<file path="src/rtl/spi_xfer_ctrl.sv">
// SPI master single-byte transfer sequencer: SS framing, SCK generation from the
// baud divisor, CPHA-aware MOSI launch / MISO capture and a start/busy/done handshake.
`timescale 1ns/1ps
module spi_xfer_ctrl #(
   parameter int DATA_W = 8,
   parameter int CNT_W  = 12
) (
   input  logic              clk_in,
   input  logic              rst_in,
   input  logic              cpol_in,
   input  logic              cpha_in,
   input  logic              lsbfe_in,
   input  logic [2:0]        sppr_in,
   input  logic [2:0]        spr_in,
   input  logic              start_in,
   input  logic [DATA_W-1:0] tx_data_in,
   input  logic              miso_in,
   output logic              busy_out,
   output logic              done_out,
   output logic [DATA_W-1:0] rx_data_out,
   output logic              sck_out,
   output logic              mosi_out,
   output logic              ss_n_out
);

   localparam int IDX_W  = $clog2(DATA_W);
   localparam int EDGE_W = $clog2(2 * DATA_W + 1);
   localparam logic [EDGE_W-1:0] LAST_EDGE = EDGE_W'(2 * DATA_W);
   localparam logic [IDX_W-1:0]  TOP_IDX   = IDX_W'(DATA_W - 1);

   typedef enum logic [2:0] {IDLE, LEAD, XFER, TRAIL, DONE} state_t;

   state_t              state_q, state_d;
   logic [CNT_W-1:0]    cnt_q, cnt_d;
   logic [CNT_W-1:0]    half_q, half_d;
   logic [EDGE_W-1:0]   edge_q, edge_d;
   logic                cpol_q, cpol_d;
   logic                cpha_q, cpha_d;
   logic                lsbfe_q, lsbfe_d;
   logic [DATA_W-1:0]   tx_q, tx_d;
   logic [DATA_W-1:0]   rx_sh_q, rx_sh_d;
   logic [DATA_W-1:0]   rx_q, rx_d;
   logic                sck_q, sck_d;
   logic                mosi_q, mosi_d;
   logic                ss_n_q, ss_n_d;
   logic                busy_q, busy_d;
   logic                done_q, done_d;

   logic [CNT_W-1:0]    half_calc;
   logic                wrap;
   logic [EDGE_W-1:0]   edge_nxt;
   logic                sample_edge;
   logic                launch_edge;
   logic [IDX_W-1:0]    smp_k;
   logic [IDX_W-1:0]    launch_k;
   logic [IDX_W-1:0]    rx_pos;

   function automatic logic pick_bit(input logic [DATA_W-1:0] v,
                                     input logic [IDX_W-1:0]  k,
                                     input logic              lsb_first);
      return lsb_first ? v[k] : v[TOP_IDX - k];
   endfunction

   // Half-period in clk cycles; the shift amount needs 4 bits so spr=7 does not wrap to 0.
   assign half_calc = (CNT_W'(sppr_in) + CNT_W'(1)) << ({1'b0, spr_in} + 4'd1);
   assign wrap      = (cnt_q == half_q - CNT_W'(1));

   // Edge numbers run 1..16; odd edges are leading, even edges trailing.
   assign edge_nxt    = edge_q + EDGE_W'(1);
   assign sample_edge = cpha_q ? ~edge_nxt[0] : edge_nxt[0];
   assign launch_edge = cpha_q ? edge_nxt[0] : (~edge_nxt[0] && (edge_nxt != LAST_EDGE));
   assign smp_k       = edge_q[IDX_W:1];
   assign launch_k    = cpha_q ? edge_q[IDX_W:1] : edge_nxt[IDX_W:1];
   assign rx_pos      = lsbfe_q ? smp_k : TOP_IDX - smp_k;

   // NOTE: every *_d gets a default first so no path through the case infers a latch.
   always_comb begin
      state_d = state_q;
      cnt_d   = cnt_q;
      half_d  = half_q;
      edge_d  = edge_q;
      cpol_d  = cpol_q;
      cpha_d  = cpha_q;
      lsbfe_d = lsbfe_q;
      tx_d    = tx_q;
      rx_sh_d = rx_sh_q;
      rx_d    = rx_q;
      sck_d   = sck_q;
      mosi_d  = mosi_q;
      ss_n_d  = ss_n_q;
      busy_d  = busy_q;
      done_d  = 1'b0;

      unique case (state_q)
         IDLE: begin
            sck_d  = cpol_in;
            ss_n_d = 1'b1;
            mosi_d = 1'b1;
            busy_d = 1'b0;
            if (start_in) begin
               cpol_d  = cpol_in;
               cpha_d  = cpha_in;
               lsbfe_d = lsbfe_in;
               half_d  = half_calc;
               tx_d    = tx_data_in;
               cnt_d   = '0;
               edge_d  = '0;
               ss_n_d  = 1'b0;
               busy_d  = 1'b1;
               mosi_d  = pick_bit(tx_data_in, {IDX_W{1'b0}}, lsbfe_in);
               state_d = LEAD;
            end
         end

         LEAD: begin
            if (wrap) begin
               cnt_d   = '0;
               state_d = XFER;
            end else begin
               cnt_d = cnt_q + CNT_W'(1);
            end
         end

         XFER: begin
            if (wrap) begin
               cnt_d  = '0;
               sck_d  = ~sck_q;
               edge_d = edge_nxt;
               // miso_in is taken at the same clk edge that moves sck.
               if (sample_edge) rx_sh_d[rx_pos] = miso_in;
               if (launch_edge) mosi_d = pick_bit(tx_q, launch_k, lsbfe_q);
               if (edge_nxt == LAST_EDGE) state_d = TRAIL;
            end else begin
               cnt_d = cnt_q + CNT_W'(1);
            end
         end

         TRAIL: begin
            if (wrap) begin
               cnt_d   = '0;
               ss_n_d  = 1'b1;
               busy_d  = 1'b0;
               done_d  = 1'b1;
               mosi_d  = 1'b1;
               rx_d    = rx_sh_q;
               state_d = DONE;
            end else begin
               cnt_d = cnt_q + CNT_W'(1);
            end
         end

         DONE: begin
            state_d = IDLE;
         end

         default: begin
            state_d = IDLE;
         end
      endcase
   end

   // NOTE: sequential state uses non-blocking assignments so every flop sees pre-edge values.
   always_ff @(posedge clk_in or posedge rst_in) begin
      if (rst_in) begin
         state_q <= IDLE;
         cnt_q   <= '0;
         half_q  <= '0;
         edge_q  <= '0;
         cpol_q  <= 1'b0;
         cpha_q  <= 1'b0;
         lsbfe_q <= 1'b0;
         tx_q    <= '0;
         rx_sh_q <= '0;
         rx_q    <= '0;
         sck_q   <= 1'b0;
         mosi_q  <= 1'b1;
         ss_n_q  <= 1'b1;
         busy_q  <= 1'b0;
         done_q  <= 1'b0;
      end else begin
         state_q <= state_d;
         cnt_q   <= cnt_d;
         half_q  <= half_d;
         edge_q  <= edge_d;
         cpol_q  <= cpol_d;
         cpha_q  <= cpha_d;
         lsbfe_q <= lsbfe_d;
         tx_q    <= tx_d;
         rx_sh_q <= rx_sh_d;
         rx_q    <= rx_d;
         sck_q   <= sck_d;
         mosi_q  <= mosi_d;
         ss_n_q  <= ss_n_d;
         busy_q  <= busy_d;
         done_q  <= done_d;
      end
   end

   assign busy_out    = busy_q;
   assign done_out    = done_q;
   assign rx_data_out = rx_q;
   assign sck_out     = sck_q;
   assign mosi_out    = mosi_q;
   assign ss_n_out    = ss_n_q;

endmodule

</file>
<file path="config.mk">
export PLATFORM = sky130hd
export DESIGN_NAME = spi_xfer_ctrl
export DESIGN_NICKNAME = d
export VERILOG_FILES = /design/src/rtl/spi_xfer_ctrl.sv
export SDC_FILE = /design/constraint.sdc
export NUM_CORES = 1
export LEC_CHECK = 0
export ABC_CLOCK_PERIOD_IN_PS = 6000
export CAP_MARGIN = 15
export CORE_MARGIN = 4
export CORE_UTILIZATION = 63
export DETAILED_ROUTE_END_ITERATION = 8
export GPL_ROUTABILITY_DRIVEN = 0
export PLACE_DENSITY = 0.87
export SLEW_MARGIN = 20
export SYNTH_ARGS = -nofsm -noshare
export SYNTH_HDL_FRONTEND = slang
export SYNTH_SLANG_ARGS = --single-unit
</file>
<file path="constraint.sdc">
create_clock -name clk_in -period 6 [get_ports clk_in]
set_input_delay 1.5 -clock clk_in [delete_from_list [all_inputs] [get_ports clk_in]]
set_output_delay 1.5 -clock clk_in [all_outputs]
set_load 0.02 [all_outputs]
</file>
Word level (Yosys, flattened, before mapping)
Cells that the tools add are included.
W data, S select, Z words.

operators by class
  add/sub/neg operators = 7
  $lt $le $gt $ge = 4
  eq/ne operators = 12
  shift-type cells = 1
  muxes and demuxes = 39
  bitwise gates (word level) = 2
  reductions and logical operators = 17

operators by type and width
  cell                     number
  $mux W12                 2
  $pmux W12 S2             1
  $mux W3                  7
  $mux W1                  17
  $add A12 B1 Y12 const B  1
  $eq A12 B12 Y1           1
  $lt A3 B4 Y1 const B     3
  $ne A2 B2 Y1 const B     6
  $pmux W3 S4              1
  $shl A4 B4 Y12           1
  $sub A12 B1 Y12 const B  1
  $mux W5                  2
  $pmux W5 S2              1
  $reduce_and A2 Y1        5
  $add A3 B1 Y4 const B    2
  $bwmux W8                1
  $bmux W1 S3              2
  $eq A3 B2 Y1 const B     2
  $pmux W1 S2              3
  $reduce_and A3 Y1        2
  $reduce_bool A2 Y1       3
  $sub A3 B3 Y3 const A    2
  $add A5 B1 Y5 const B    1
  $eq A5 B5 Y1 const B     1
  other kinds (12)         14

storage, ports and cells
  bits in registers = 63
  input port bits = 21
  word-level logic and storage cells = 96

Longest topological paths before layout
Gate-level depths: netlist of run 1.

  word-level depth = 9
  mapped depth = 11

Least setup slack after synthesis of run 1
Ideal clock, no wire load.

  path kind = register to register
  start = reg half_q[2]
  end = reg rx_q[0], in the netlist rx_data_out[0]
  setup time = 128 ps
  arrival time = 2903 ps
  data required time = 5872 ps
  slack = 2970 ps
  stages on the path, launching flop included = 11
  buffers on the path = 3
  path through = dfrtp_1 -> buf_6 -> or4_4 -> buf_6 -> nor4b_4 -> nor3_2 -> a2111oi_4 -> o211ai_2 -> nor3_2 -> buf_4 -> mux2_1

between the ends
  cells in the longest elaborated chain, start to end = 3

RTL lines
  element                             line  RTL
  from (decl)                         35    logic [CNT_W-1:0] half_q, half_d;
  from (signal assigned)              183   half_q <= half_d;
  $sub A12 B1 Y12                     66    assign wrap = (cnt_q == half_q - CNT_W'(1));
  $eq A12 B12 Y1                      66
  $reduce_and A2 Y1 (no source line)  n/a
  to (signal assigned)                190   rx_q <= rx_d;
  to (decl)                           42    logic [DATA_W-1:0] rx_q, rx_d;

No other way between the ends.
A chain may end at the register's enable or synchronous reset.

Final worst setup path of run 1
  start = reg half_q[2]
  end = reg rx_q[1], in the netlist rx_data_out[1]

The elaborated chain is that of the path after synthesis.

==> qor.txt, run 1 <==
STATUS
--------------------------------------------------------------------------------
Status                                                              finished, final reports clean

SYNTHESIS
--------------------------------------------------------------------------------
Share of synthesized area occupied by flip-flops and latches              39.05%
Share of synthesized flip-flops with an asynchronous set or reset         100.0%
Number of enable flip-flop cells after synthesis                               0
Dominant register cell in the synthesized netlist                        dfrtp_1
Number of synthesized register bits                                           63
Synthesized net count                                                        450
Syn Std Cell Area                                                     4044 sq um
Average cell area after synthesis                                    9.537 sq um
Gate count of the mapped netlist                                             424
Distinct cell type count after synthesis                                      67
Count of warnings emitted by yosys                                             0

PLACE
--------------------------------------------------------------------------------
Number of port buffers                                                        33
Worst slack at placement                                                2.176 ns
Post-detail-place hpwl                                                  6.417 mm

SETUP PATH
--------------------------------------------------------------------------------
Reg-to-reg critical path endpoint                                   rx_data_out[1]
Endpoint type of the worst setup path                                  flip-flop
Reg2reg setup slack                                                      2.20 ns
Startpoint type of the worst setup path                                flip-flop
Data required time of the worst path                                     6.22 ns
WP data arrival                                                          4.02 ns
Worst-case reg-to-reg path depth                                               7
Critical path class                                                      reg2reg
Largest driver fanout on the critical path                                    16
Critical R2R Launch                                                    half_q[2]

FLOORPLAN
--------------------------------------------------------------------------------
Site Rows                                                                     28
Floorplan core area                                                   6061 sq um
Effective utilization at floorplan                                        66.72%
Die Width                                                               88.12 um
Vertical die dimension                                                  88.12 um
Top-Level Pins                                                                34
Die outline area                                                      7764 sq um

TIMING
--------------------------------------------------------------------------------
Time the final worst path needs with I/O delays and setup               3.797 ns
Achievable clock frequency                                             263.4 MHz
Hold WS                                                                0.4908 ns
Unrepaired setup endpoints after global routing                               no
Post-route setup TNS                                                        0 ns
Final worst-path cycle share                                              63.28%
Final count of hold timing violations                                          0
Worst slew slack as a fraction of its limit                               36.19%
Max-slew violation count                                                       0
Total of endpoints with negative setup slack in the final report               0
Transition time at the pin with the least slew margin                  0.9544 ns
Final worst slack                                                       2.203 ns
Largest clock skew in the final design                                0.01490 ns

ROUTE
--------------------------------------------------------------------------------
Remaining design rule violation count                                          0
Length of the first detailed-routing pass in iterations                        6
Number of nets with antenna violations after routing                           0
Detailed Route WL                                                       9.146 mm
Routed via count                                                           3,432
Avg Vias per Cell                                                          6.600
Violation count after the first detailed-routing iteration                   352
Detail-routed net length per standard cell                              17.59 um

GLOBAL ROUTE
--------------------------------------------------------------------------------
Overflow left after global routing                                             0
Via count of the first global-routing pass                                 3,323
Overall track demand over capacity in global routing                      26.07%
Initial antenna violation count                                                0
Largest net degree at the start of global routing                             64
First-pass GRT wire length                                              15.84 mm

PWR
--------------------------------------------------------------------------------
Pwr dens                                                            197.2 nW/um^2
Static power due to leakage                                             1.959 nW
Overall Power                                                           901.6 uW
Worst vdd rail ir drop                                               0.0002078 V

CLOCK TREE
--------------------------------------------------------------------------------
Clock Sink Count                                                              63
Clk slew on worst S/H paths                                              0.08 ns
Resized Gates After CTS                                                        0
Clock insertion delay at the later pin of the skew report                0.34 ns
Number of CTS-inserted buffers                                                 9
Total setup buffers inserted after CTS                                         0
Max Buffers Root-to-Sink                                                       2
CTS H-tree lvls                                                                3
Buffer cell driving the clock tree root                                 clkbuf_8
Clock tree from TritonCTS                                                  built
Total of hold buffers inserted after clock tree synthesis                      0

FINISH
--------------------------------------------------------------------------------
Layout overhead on the synthesized area                                   13.09%
Number of antenna cells inserted                                               0
Top library cells by usage in the layout, fill and taps aside       61 x dfrtp_1, 37 x nand2_1, 33 x clkdlybuf4s50_1, 30 x nor2_1, 21 x a21oi_1
Count of fill cells added during filler insertion                            419
Commonest non-fill, non-tap cell in the layout                           dfrtp_1
Fin nets                                                                     466
Fraction of final layout cells sized beyond drive strength 1              12.13%

HOLD PATH
--------------------------------------------------------------------------------
Startpoint of the most critical hold path                           rx_data_out[7]
Cell count of the worst hold path                                              1
Type of the worst min-delay path                                         reg2reg
Endpoint with the worst hold slack                                  rx_data_out[7]

JOB
--------------------------------------------------------------------------------
MaxCap Viol Count                                                              0

-- how the worst max path moves through the flow --
stage | start | end | slack (ns) | cells past startpoint
3_3_place_gp | start_in | cnt_q[11] | 2.29 | 7
5_1_grt | half_q[2] | rx_data_out[3] | 1.98 | 7
2_1_floorplan | rst_in | busy_out | 2.93 | 1
6_report | half_q[2] | rx_data_out[1] | 2.20 | 7
3_5_place_dp | half_q[2] | rx_data_out[1] | 2.18 | 7
4_1_cts | half_q[2] | rx_data_out[1] | 2.19 | 7
-- cell families after synthesis --
kind of cell / count (synthesis) / share of synthesized area, %
buffers and inverters: 48 / 5.167
adders and majority gates: 5 / 1.547
muxes: 35 / 10.89
xor gates and xnor gates: 24 / 5.198
AOI/OAI and AO/OA: 110 / 20.24
and+or+nand+nor: 139 / 17.91
DFF: 63 / 39.05
-- critical path: stages, from the launching register on --
cell	delay (ns)
dfrtp_1	0.45
or4_4	0.64
nor4b_4	0.29
nor3_2	0.09
a2111oi_4	0.56
o211ai_2	0.46
nor3_2	0.80
mux2_1	0.40
-- flip-flops by register name, indices dropped and copies added, names as in the netlist, 3 cells and up --
name         flops
cnt_q           12
half_q          12
rx_data_out      8
rx_sh_q          8
tx_q             8
edge_q           5
state_q          3
-- stage by stage --
stage	std cells	utilization, %	area [sq um]
after global placement	504	71.64	4342
after floorplan	424	-	4044
final	520	75.45	4573
after detailed placement	504	71.64	4342
after CTS	520	75.45	4573
after global routing	520	75.45	4573
-- power by group --
group	leakage [nW]	internal (mW)	switching, mW	total [mW]
logic	1.06	0.0234	0.0287	0.0521
clock network	0.112	0.256	0.167	0.423
registers	0.786	0.426	0.000722	0.427
total	1.96	0.705	0.197	0.902
-- final cells by class --
class	count	area (sq um)	share of cell area [%]
clock buffers	11	151.4	3.311
clock inverters	5	80.08	1.751
inverters	18	67.56	1.477
multi-input cells	313	2256	49.33
flip-flops and latches	63	1579	34.53
well taps	75	93.84	2.052
repair buffers	35	345.3	7.551
-- routing by layer --
metal / track usage (%) / up-vias / part of all wire, %
met3: 5.080 / 21 / 7.2
met2: 41.44 / 140 / 46
met4: 9.753 / 0 / 2.2
li1: - / 1616 / -
met1: 35.59 / 1655 / 45
met5: 0 / - / 0
-- Yosys cell counts, types with 3 or more instances --
| master | number | area (sq um) |
|---|---|---|
| mux4_2 | 5 | 112.6 |
| nand3_1 | 14 | 70.07 |
| dfrtp_1 | 61 | 1526 |
| a221oi_1 | 4 | 35.03 |
| xnor2_1 | 14 | 122.6 |
| mux2i_1 | 8 | 80.08 |
| o21ai_0 | 19 | 95.09 |
| a21oi_1 | 21 | 105.1 |
| nand4_1 | 4 | 25.02 |
| o31ai_1 | 5 | 37.54 |
| nand2_1 | 37 | 138.9 |
| xor2_1 | 10 | 87.58 |
| mux2_2 | 13 | 146.4 |
| o32a_1 | 3 | 30.03 |
| buf_6 | 3 | 33.78 |
| mux2_1 | 9 | 101.4 |
| a211oi_1 | 4 | 30.03 |
| nor2_1 | 30 | 112.6 |
| inv_1 | 17 | 63.81 |
| a31oi_1 | 6 | 37.54 |
| a41oi_1 | 6 | 52.55 |
| nor4_1 | 5 | 31.28 |
| ha_1 | 5 | 62.56 |
| or3_1 | 10 | 62.56 |
| o22ai_1 | 8 | 50.05 |
| nand2b_1 | 4 | 25.02 |
| o21a_1 | 3 | 22.52 |
| nor3_1 | 12 | 60.06 |
| clkbuf_1 | 24 | 90.09 |
| or4_1 | 4 | 30.03 |
Power figures use the tool's default switching activity.
==> run 2: changes to the inputs <==
--- a/config.mk
+++ b/config.mk
@@ -5,13 +5,13 @@
 export SDC_FILE = /design/constraint.sdc
 export NUM_CORES = 1
 export LEC_CHECK = 0
-export ABC_CLOCK_PERIOD_IN_PS = 6000
+export ABC_CLOCK_PERIOD_IN_PS = 3200
 export CAP_MARGIN = 15
 export CORE_MARGIN = 4
-export CORE_UTILIZATION = 63
+export CORE_UTILIZATION = 53
 export DETAILED_ROUTE_END_ITERATION = 8
 export GPL_ROUTABILITY_DRIVEN = 0
-export PLACE_DENSITY = 0.87
+export PLACE_DENSITY = 0.78
 export SLEW_MARGIN = 20
 export SYNTH_ARGS = -nofsm -noshare
 export SYNTH_HDL_FRONTEND = slang
==> constraint.sdc (replaced) <==
create_clock -name clk_in -period 3.2 [get_ports clk_in]
set_input_delay 0.8 -clock clk_in [delete_from_list [all_inputs] [get_ports clk_in]]
set_output_delay 0.8 -clock clk_in [all_outputs]
set_load 0.02 [all_outputs]
==> qor.txt, run 2 (synthesis gave the netlist of run 1 again) <==
STATUS
-------------------------------------------------------------------------------
Status                                                             finished, final reports clean

PWR
-------------------------------------------------------------------------------
Overall Power                                                          1.763 mW   +96%
Worst vdd rail ir drop                                              0.0002536 V   +22%
Static power due to leakage                                            2.032 nW   +3.7%
Pwr dens                                                           370.8 nW/um^2   +88%

FLOORPLAN
-------------------------------------------------------------------------------
Die Width                                                              95.35 um   +8.2%
Die outline area                                                     9092 sq um   +17%
Site Rows                                                                    31   +11%
Floorplan core area                                                  7331 sq um   +21%
Top-Level Pins                                                               34   unchanged
Vertical die dimension                                                 95.35 um   +8.2%
Effective utilization at floorplan                                       55.16%   -12 points

CLOCK TREE
-------------------------------------------------------------------------------
Clock Sink Count                                                             63   unchanged
CTS H-tree lvls                                                               3   unchanged
Clk slew on worst S/H paths                                             0.06 ns   -0.02 ns
Max Buffers Root-to-Sink                                                      2   unchanged
Buffer cell driving the clock tree root                                clkbuf_8
Clock insertion delay at the later pin of the skew report               0.35 ns   about the same
Clock tree from TritonCTS                                                 built
Number of CTS-inserted buffers                                                9   unchanged

FINISH
-------------------------------------------------------------------------------
Commonest non-fill, non-tap cell in the layout                          dfrtp_1
Number of antenna cells inserted                                              0   unchanged
Leading registers by flop count                                    cnt_q x12, half_q x12
Fin nets                                                                    480   +3.0%
Layout overhead on the synthesized area                                  17.61%
Non-Filler Instances                                                        557   +7.1%
Fraction of final layout cells sized beyond drive strength 1             15.07%   +2.9 points
Top library cells by usage in the layout, fill and taps aside      61 x dfrtp_1, 37 x nand2_1, 33 x clkdlybuf4s50_1, 30 x nor2_1, 21 x a21oi_1

TIMING
-------------------------------------------------------------------------------
Hold WS                                                               0.4828 ns   -0.007994 ns
Achievable clock frequency                                            332.3 MHz   +26%
Time the final worst path needs with I/O delays and setup              3.009 ns   -0.7874 ns
Max-slew violation count                                                      0   unchanged
Final count of hold timing violations                                         0   unchanged
Final worst slack                                                     0.1905 ns   -2.013 ns
Total of endpoints with negative setup slack in the final report              0   unchanged
Unrepaired setup endpoints after global routing                              no
Post-route setup TNS                                                       0 ns   unchanged
Final worst-path cycle share                                             94.05%   +31 points
Worst slew slack as a fraction of its limit                              60.23%   +24 points
Transition time at the pin with the least slew margin                 0.5959 ns   -0.3585 ns
Largest clock skew in the final design                               0.01110 ns   -0.003798 ns

ROUTE
-------------------------------------------------------------------------------
Detailed Route WL                                                      9.207 mm   +0.67%
Routed via count                                                          3,390   -1.2%
Number of nets with antenna violations after routing                          0   unchanged
Remaining design rule violation count                                         0   unchanged
Length of the first detailed-routing pass in iterations                       4   -2
Violation count after the first detailed-routing iteration                  167   -53%
Detail-routed net length per standard cell                             16.53 um   -6.0%
Avg Vias per Cell                                                         6.086   -7.8%

GLOBAL ROUTE
-------------------------------------------------------------------------------
First-pass GRT wire length                                             15.81 mm   -0.18%
Initial antenna violation count                                               0   unchanged
Met2 routing resource usage after global routing                         35.69%   -5.8 points
Via count of the first global-routing pass                                3,360   +1.1%
Layer with the highest usage after global routing                          met2
Largest net degree at the start of global routing                            37   -42%
Met1 track utilization from global routing                               29.46%   -6.1 points
Overall track demand over capacity in global routing                     22.26%   -3.8 points
Overflow left after global routing                                            0   unchanged
Met3 GRT Util                                                            5.762%   +0.68 points

SETUP PATH
-------------------------------------------------------------------------------
Max incr delay on CP                                                    0.58 ns   -0.22 ns
Reg2reg setup slack                                                     0.19 ns   -2.01 ns
Critical path class                                                     reg2reg
Data required time of the worst path                                    3.48 ns   -2.74 ns
Critical path, cell by cell                                        or4_4, or4_1, a211oi_1, a211o_2, o2111ai_4, o41ai_1, o221a_1
CP max stage cell                                                         or4_4
Endpoint type of the worst setup path                                 flip-flop
Largest driver fanout on the critical path                                   10   -6
WP data arrival                                                         3.29 ns   -0.73 ns
CP top delay family                                                compound AO/OA/AOI/OAI gates
Critical R2R Launch                                                   half_q[4]
Worst-case reg-to-reg path depth                                              7   unchanged
Sum of buffers and inverters on the critical path                             0   unchanged
Startpoint type of the worst setup path                               flip-flop
Reg-to-reg critical path endpoint                                    rx_sh_q[2]

PLACE
-------------------------------------------------------------------------------
Count of placed standard cells including taps                               541   +7.3%
Post-detail-place hpwl                                                 6.830 mm   +6.4%
Number of port buffers                                                       33   unchanged
Worst slack at placement                                             0.08873 ns   -2.087 ns

HOLD PATH
-------------------------------------------------------------------------------
Type of the worst min-delay path                                        reg2reg
Endpoint with the worst hold slack                                 rx_data_out[6]
Startpoint of the most critical hold path                          rx_data_out[6]
Cell count of the worst hold path                                             1   unchanged

JOB
-------------------------------------------------------------------------------
MaxCap Viol Count                                                             0   unchanged

[run 2: worst max path at each step]
stage,start,to,cells after the start
2_1_floorplan,half_q[2],rx_data_out[0],10
6_report,half_q[4],rx_sh_q[2],7
3_5_place_dp,half_q[2],rx_sh_q[2],8
4_1_cts,half_q[2],rx_sh_q[2],8
5_1_grt,half_q[4],rx_data_out[4],8
3_3_place_gp,half_q[2],rx_data_out[7],8
[run 2: layout make-up]
cell class	count	area (sq um)
inverters	18	67.56
flip-flops and latches	63	1579
clock inverters	3	90.09
multi-input cells	313	2277
repair buffers	49	462.9
fillers	584	2575
well taps	99	123.9
clock buffers	12	155.1
[run 2: timing repair]
| action | 4_1_cts | 5_1_grt |
|---|---|---|
| hold buffers | 0 | 0 |
| endpoints found under the setup margin | 0 | 14 |
| buffers inserted | 0 | 1 |
| resized for setup | 0 | 4 |
[run 2: metal layers]
metal | vias up | wire [um]
met5 | - | 0
met4 | 0 | 165
met3 | 15 | 513
met2 | 99 | 4412
met1 | 1631 | 4116
li1 | 1645 | -
[run 2: where the power goes]
part	switching [mW]	internal, mW	total (mW)
sequential	0.00106	0.799	0.800
combinational	0.0551	0.0463	0.101
clock	0.306	0.556	0.862
total	0.362	1.40	1.76
[run 2: through the flow]
step                util [%]  area, sq um
floorplan                  -         4044
global placement       61.14         4482
detailed placement     61.14         4482
CTS                    64.48         4727
global route           64.87         4756
finish                 64.87         4756
==> run 3: changes to the inputs <==
--- a/config.mk
+++ b/config.mk
@@ -6,7 +6,7 @@
 export NUM_CORES = 1
 export LEC_CHECK = 0
 export ABC_CLOCK_PERIOD_IN_PS = 3200
-export CAP_MARGIN = 15
+export CAP_MARGIN = 40
 export CORE_MARGIN = 4
 export CORE_UTILIZATION = 53
 export DETAILED_ROUTE_END_ITERATION = 8
==> results of run 3 <==
Final layout, timing and power as in run 2 (identical DEF).
